===== config.mk =====
export PLATFORM = sky130hd
export DESIGN_NAME = page_ram_arbiter
export DESIGN_NICKNAME = d
export VERILOG_FILES = /design/src/rtl/page_ram_arbiter.sv
export SDC_FILE = /design/constraint.sdc
export NUM_CORES = 1
export LEC_CHECK = 0
export ABC_AREA = 0
export CORE_ASPECT_RATIO = 0.5
export CORE_MARGIN = 2
export CORE_UTILIZATION = 29
export CTS_CLUSTER_SIZE = 16
export DETAILED_ROUTE_END_ITERATION = 10
export PLACE_DENSITY = 0.86
export SLEW_MARGIN = 20
export SYNTH_ARGS = -nofsm -noshare
export SYNTH_HDL_FRONTEND = slang
export SYNTH_SLANG_ARGS = --single-unit

===== constraint.sdc =====
create_clock -name clk -period 4.4 [get_ports clk]
set_input_delay 1.32 -clock clk [delete_from_list [all_inputs] [get_ports clk]]
set_output_delay 1.32 -clock clk [all_outputs]
set_load 0.01 [all_outputs]

===== src/rtl/page_ram_arbiter.sv =====
// Three-port arbiter for the single-port page RAM: P0 (flash datapath) has strict priority,
// P1 (ECC/status) and P2 (host readout) share round-robin with a burst limit.
module page_ram_arbiter #(
  parameter int AW        = 15,
  parameter int DW        = 8,
  parameter int RAM_DEPTH = 8194,
  parameter int MAX_BURST = 16,
  parameter int RAM_LAT   = 1
) (
  input  logic            clk,
  input  logic            rst,
  input  logic [2:0]      req,
  output logic [2:0]      gnt,
  input  logic [2:0]      en,
  input  logic [2:0]      we,
  input  logic [3*AW-1:0] addr,
  input  logic [3*DW-1:0] din,
  output logic [DW-1:0]   rdata,
  output logic [2:0]      rvalid,
  output logic            access_err,
  output logic            ram_en,
  output logic            ram_we,
  output logic [AW-1:0]   ram_addr,
  output logic [DW-1:0]   ram_din,
  input  logic [DW-1:0]   ram_dout,
  output logic            dbg_state
);

  // Handshake: a port raises req[i] and holds it for its whole burst; gnt[i] rises one edge
  // later. While gnt[i] is high, en[i]/we[i]/addr/din of port i drive the RAM in the same
  // cycle. Dropping req[i] releases the grant on the next edge; the RAM then idles one cycle.

  typedef enum logic {
    IDLE  = 1'b0,
    GRANT = 1'b1
  } state_t;

  localparam int            BW      = (MAX_BURST > 1) ? $clog2(MAX_BURST) : 1;
  localparam logic [BW-1:0] LP_BMAX = BW'((MAX_BURST == 0) ? 0 : MAX_BURST - 1);
  localparam logic [AW:0]   LP_DEPTH = (AW+1)'(RAM_DEPTH);

  state_t        r_state, w_state_nx;
  logic [2:0]    r_gnt, w_gnt_nx;
  logic [BW-1:0] r_burst, w_burst_nx;
  logic          r_pref_p1, w_pref_nx;
  logic          r_err;
  logic [2:0]    r_rv_pipe [RAM_LAT];

  logic [2:0]    w_win;
  logic          w_force;
  logic          w_sel_en, w_sel_we, w_in_range;
  logic [AW-1:0] w_sel_addr;
  logic [DW-1:0] w_sel_din;
  logic [2:0]    w_rd_hit;

  // Winner selection: P0 strictly first, then P1/P2 by round-robin preference.
  always_comb begin
    w_win = 3'b000;
    if (req[0])               w_win = 3'b001;
    else if (req[1] & req[2]) w_win = r_pref_p1 ? 3'b010 : 3'b100;
    else if (req[1])          w_win = 3'b010;
    else if (req[2])          w_win = 3'b100;
  end

  assign w_force = (MAX_BURST != 0) && !r_gnt[0] && (r_burst == LP_BMAX) && |(req & ~r_gnt);

  always_comb begin
    w_state_nx = r_state;
    w_gnt_nx   = r_gnt;
    w_burst_nx = r_burst;
    w_pref_nx  = r_pref_p1;
    case (r_state)
      IDLE: begin
        if (|req) begin
          w_state_nx = GRANT;
          w_gnt_nx   = w_win;
          w_burst_nx = '0;
          if (w_win[1]) w_pref_nx = 1'b0;
          if (w_win[2]) w_pref_nx = 1'b1;
        end
      end
      GRANT: begin
        if (!(|(req & r_gnt)) || w_force) begin
          w_state_nx = IDLE;
          w_gnt_nx   = 3'b000;
          w_burst_nx = '0;
        end else if (r_burst != LP_BMAX) begin
          // Saturates so a late-arriving competitor still forces the release.
          w_burst_nx = r_burst + 1'b1;
        end
      end
      default: begin
        w_state_nx = IDLE;
        w_gnt_nx   = 3'b000;
      end
    endcase
  end

  always_ff @(posedge clk or posedge rst) begin
    if (rst) begin
      r_state   <= IDLE;
      r_gnt     <= 3'b000;
      r_burst   <= '0;
      r_pref_p1 <= 1'b1;
    end else begin
      r_state   <= w_state_nx;
      r_gnt     <= w_gnt_nx;
      r_burst   <= w_burst_nx;
      r_pref_p1 <= w_pref_nx;
    end
  end

  always_comb begin
    w_sel_en   = 1'b0;
    w_sel_we   = 1'b0;
    w_sel_addr = '0;
    w_sel_din  = '0;
    for (int i = 0; i < 3; i++) begin
      if (r_gnt[i]) begin
        w_sel_en   = en[i];
        w_sel_we   = we[i];
        w_sel_addr = addr[i*AW +: AW];
        w_sel_din  = din[i*DW +: DW];
      end
    end
  end

  assign w_in_range = ({1'b0, w_sel_addr} < LP_DEPTH);
  assign ram_en     = w_sel_en & w_in_range;
  assign ram_we     = w_sel_we & ram_en;
  assign ram_addr   = w_sel_addr;
  assign ram_din    = w_sel_din;
  assign w_rd_hit   = r_gnt & en & ~we & {3{w_in_range}};

  // Read strobes travel with the RAM latency, so they complete even after the grant drops.
  always_ff @(posedge clk or posedge rst) begin
    if (rst) begin
      r_err <= 1'b0;
      for (int k = 0; k < RAM_LAT; k++) r_rv_pipe[k] <= 3'b000;
    end else begin
      r_err        <= |r_gnt & w_sel_en & ~w_in_range;
      r_rv_pipe[0] <= w_rd_hit;
      for (int k = 1; k < RAM_LAT; k++) r_rv_pipe[k] <= r_rv_pipe[k-1];
    end
  end

  assign gnt        = r_gnt;
  assign rvalid     = r_rv_pipe[RAM_LAT-1];
  assign access_err = r_err;
  assign rdata      = ram_dout;
  assign dbg_state  = r_state;

endmodule


* Word level (Yosys, flattened, before mapping)
Cells that the tools add are included.
** Word-level totals
- Bits in registers :: 13
- Bits of input ports :: 88
- Output and inout port bits :: 41
- Word-level logic and storage cells :: 69
** Operators by class
- Add/sub/neg operators :: 1
- Order comparisons :: 1
- Equal/unequal tests :: 5
- Multiplexer cells :: 29
- Bitwise gates (word level) :: 14
- Reductions and logical operators :: 13
** Operators with widths (count)
- 2-to-1 mux 15 bit :: 3
- 2-to-1 mux 8 bit :: 3
- 2-to-1 mux 3 bit :: 7
- bitwise AND 3 bit :: 5
- less-than comparator 15 x 14 -> 1 bit (second input constant) :: 1
- 2-to-1 mux 4 bit :: 3
- OR reduction 3 bit :: 4
- 2-to-1 mux 1 bit :: 10
- one-hot mux 4 bit (2 select lines) :: 1
- inverter 3 bit :: 2
- one-hot mux 3 bit (2 select lines) :: 1
- bitwise AND 1 bit :: 5
- adder 4 x 1 -> 4 bit (second input constant) :: 1
- equality test 4 bit (second input constant) :: 1
- != test 4 bit (second input constant) :: 1
- AND reduction 2 bit :: 2
- != test 3 x 1 -> 1 bit (second input constant) :: 1
- AND reduction 3 bit :: 1
- logical AND 1 bit :: 2
- logical NOT 1 bit :: 2
- != test 2 x 1 -> 1 bit (second input constant) :: 1
- != test 2 bit (second input constant) :: 1
- inverter 1 bit :: 2
- one-hot mux 1 bit (2 select lines) :: 1
- other kinds (2) :: 2

* Depth between registers and ports, before layout
- Word-level depth :: 7
- Mapped depth :: 7
- Gate-level depth less buffers :: 5

* Worst setup path after synthesis
No wires, ideal clock.
- Path type :: input port to output port
- From :: in addr[23]
- To :: out ram_we
- Arrival :: 2.789 ns
- Data required time :: 3.080 ns
- Slack :: 0.291 ns
- Cell stages on the path :: 5
- Buffers on the path :: 0
- Cells stage by stage :: a21oi_1 a2bb2oi_1 or4_1 o31a_1 nor4_2
** On the way
- Word-level cells in the longest chain between the ends :: 5
** RTL lines
- start: declaration :: line 16 : input logic [3*AW-1:0] addr,
- 2-to-1 mux 15 bit (2 in a row) :: line 119 : if (r_gnt[i]) begin
- net ram_addr[8] :: line 23 : output logic [AW-1:0] ram_addr,
- less-than comparator 15 x 14 -> 1 bit :: line 128 : assign w_in_range = ({1'b0, w_sel_addr} < LP_DEPTH);
- bitwise AND 1 bit :: line 129 : assign ram_en = w_sel_en & w_in_range;
- bitwise AND 1 bit :: line 130 : assign ram_we = w_sel_we & ram_en;
- end: declaration :: line 22 : output logic ram_we,
The timed path passes the listed nets, and every way through them passes these cells.

* Worst setup path in the final report
- From :: in addr[4]
- To :: out ram_we
** On the way
- Word-level cells in the longest chain between the ends :: 6
** RTL lines (line)
- 2-to-1 mux 15 bit (3 in a row) :: 119
- less-than comparator 15 x 14 -> 1 bit :: 128
- bitwise AND 1 bit :: 129
- bitwise AND 1 bit :: 130
Every way passes these cells.

==> flow_summary.yaml <==
run_status:
  status: "completed"
worst_setup_path:
  required_ps: 3080
  critPathMaxFanout: 3
  worstSetupStartpointType: "input pin"
  cp_data_arrival_time_ps: 3010
  path_class: "in -> out"
  cp-end-kind: "output port"
place:
  place_ws_ps: -612
  io_buffers: 112
  place_area_sq_um: 2400
  post-dp-hpwl_um: 4070
  gp_congestion: 0.826
power:
  p_leak_uw: 0.00121
  power_per_cell_area_nw_per_um2: 456
  peakVddDrop_mv: 0.154
  p_total_uw: 1230
layout:
  seqCellArea_sq_um: 327
  area_growth_pct: 113
  finalInstanceArea_sq_um: 2690
  layout-drive-gt1-share_pct: 19.9
  final_nets: 366
  nFillCells: 307
  postLayoutCoreUtil_pct: 66.6
  multi_input_area_sq_um: 913
  diodes: 0
synth:
  synth_area_sq_um: 1260
  synth_area_leaders: "dfrtp_1 24%, a2bb2oi_1 8.3%, nand3b_1 7.1%, a21oi_1 6.3%, a22oi_1 5.9%"
  yosys.area.top_type: "dfrtp_1"
  ys_async_sr_fraction_pct: 100
  ys_seq_area_share_pct: 25.8
  avgSynthCellArea_sq_um: 7.81
  ys.flop_type: "dfrtp_1"
  synth_top_area_share_pct: 23.7
  synthCells: 162
  ys_ff_latch: 13
  ys_warn_count: 0
  synth_edf_count: 0
  synth_fp_nets: 251
  synth.distinct_cells: 38
drt:
  wire_per_inst_um: 17.2
  viasPerCell: 5.33
  drt_pass1_iterations: 5
  remaining_drc_errors: 0
  num_vias: 1759
  drt_first_iter_violations: 97
  drt_wl_total_um: 5690
  ant_nets: 0
floorplan:
  row_count: 16
  die_w_um: 97.4
  fp.dieH_um: 50.7
  die_area_sq_um: 4940
  ios: 129
  start_util_pct: 31.3
  core_area_sq_um: 4040
timing:
  fin_crit_sh_pct: 98.3
  hold_viol: 0
  setup_ws_ps: 73.1
  fin_skew_ps: 2.42
  hold_slack_ps: 566
  tightest_slew_ps: 940
  fin_crit_ps: 4330
  drv_slew: 0
  clock.fmax_mhz: 231
  slew-limit-headroom_pct: 37.4
  setup_viol: 0
clocking:
  worstSkewPairLatency_ps: 240
  cts_root_buf: "clkbuf_8"
  cts_buffers: 3
  cts_tree: "done"
  numClockSinks: 13
  clock_path_buffers: 2
  clk_pin_slew_worst_paths_ps: 60
  h-tree-depth: 1
global_route:
  grt_pass1_vias: 1750
  grt_overflow_total: 0
  grt_max_degree: 26
  grt_pass1_wl_um: 8410
  grt_use_total_pct: 20.8
  antenna_found_initial: 0
worst_hold_path:
  hp-class: "reg -> reg"
job:
  max_cap_violations: 0
[what timing repair did]
item	4_1_cts	5_1_grt
resized for setup	38	36
hold buffers	0	0
setup endpoints to repair	2	2
pin swaps	26	21
buffers inserted	5	5
[area by class of cell]
| cell class | instances | share of cell area (%) |
|---|---|---|
| repair buffers | 133 | 49.0 |
| multi-input cells | 121 | 33.9 |
| flip-flops and latches | 13 | 12.1 |
| well taps | 54 | 2.51 |
| clock buffers | 4 | 1.67 |
| inverters | 5 | 0.790 |
[worst max-delay path: stages]
cell and delay [ps]:
dlygate4sd2_1 230, nand3b_1 90, a2bb2oi_2 70, or4_1 520, o31a_1 360, nor4_2 240
buf_2 170
[final timing paths]
path,slack [ps],startpoint,cells past startpoint,endpoint
worst max register to register,1750,gnt[1],6,rvalid[0]
worst max-delay path,70,addr[4],7,ram_we
min in group asynchronous,1440,rst,2,gnt[1]
worst min-delay path,570,r_pref_p1,2,r_pref_p1
worst min register to register,570,r_pref_p1,2,r_pref_p1
max in group asynchronous,2600,rst,2,r_pref_p1
[cells in the mapped netlist (3+ instances only)]
library cell,n
a21oi_1,16
nand2_1,15
o21ai_0,15
a2bb2oi_1,12
dfrtp_1,12
nand3b_1,12
a22oi_1,10
buf_4,9
clkbuf_1,9
buf_2,4
inv_1,4
nor2_1,4
a32o_1,3
nor4_1,3
o31ai_1,3
or4_1,3
[through the flow]
step	instances	TNS, ps
floorplan	162	0
finish	330	0
global placement	316	-1150
global route	330	-5.77
detailed placement	316	-1190
CTS	325	0
[cell families (layout without fill, tap and decap cells)]
group / Yosys count / count (layout) / share of synthesized area [%]
flops: 13 / 13 / 25.8
simple gates: 48 / 48 / 22.3
compound gates: 72 / 72 / 38.8
buf+inv: 28 / 142 / 12.2
fa+ha+maj: 1 / 1 / 0.989
[placed cells by master, fill, tap and decap left out, types with 2 or more instances in the layout]
master / netlist / layout
nor4_1: 3 / 3
a221oi_1: 2 / 2
a22oi_1: 10 / 10
o31ai_1: 3 / 3
nand4_1: 2 / 2
nor2_1: 4 / 4
a21oi_2: 0 / 12
dfrtp_1: 12 / 12
or4_1: 3 / 2
o31a_1: 2 / 2
a2bb2oi_2: 0 / 12
o21ai_1: 2 / 2
buf_4: 9 / 21
a32o_1: 3 / 3
a21oi_1: 16 / 4
clkdlybuf4s15_1: 0 / 5
nor2b_1: 2 / 2
o21ai_0: 15 / 15
clkbuf_8: 0 / 3
nand2_1: 15 / 15
dlymetal6s2s_1: 0 / 23
dlygate4sd2_1: 0 / 7
clkdlybuf4s50_1: 0 / 75
nand3b_1: 12 / 12
buf_2: 4 / 2
inv_1: 4 / 4
[state kept, by name (all words and copies together), names as in the netlist]
name / flops
r_burst: 4
gnt: 3
rvalid: 3
access_err: 1
dbg_state: 1
r_pref_p1: 1
[layer usage]
layer | global-route usage (%) | share of wire [%] | up-vias
met5 | 0 | 0 | -
li1 | - | - | 846
met2 | 40.8 | 54 | 60
met3 | 2.37 | 4.6 | 6
met4 | 3.70 | 0.79 | 0
met1 | 25.0 | 40 | 847
[where the power goes]
part / internal [uW] / total (uW) / leakage [uW] / switching, uW
sequential: 149 / 209 / 0.000172 / 59.2
clock: 63.9 / 106 / 0.0000228 / 42.3
combinational: 521 / 912 / 0.00101 / 391
total: 734 / 1230 / 0.00121 / 493
(Power assumes the default switching activity.)
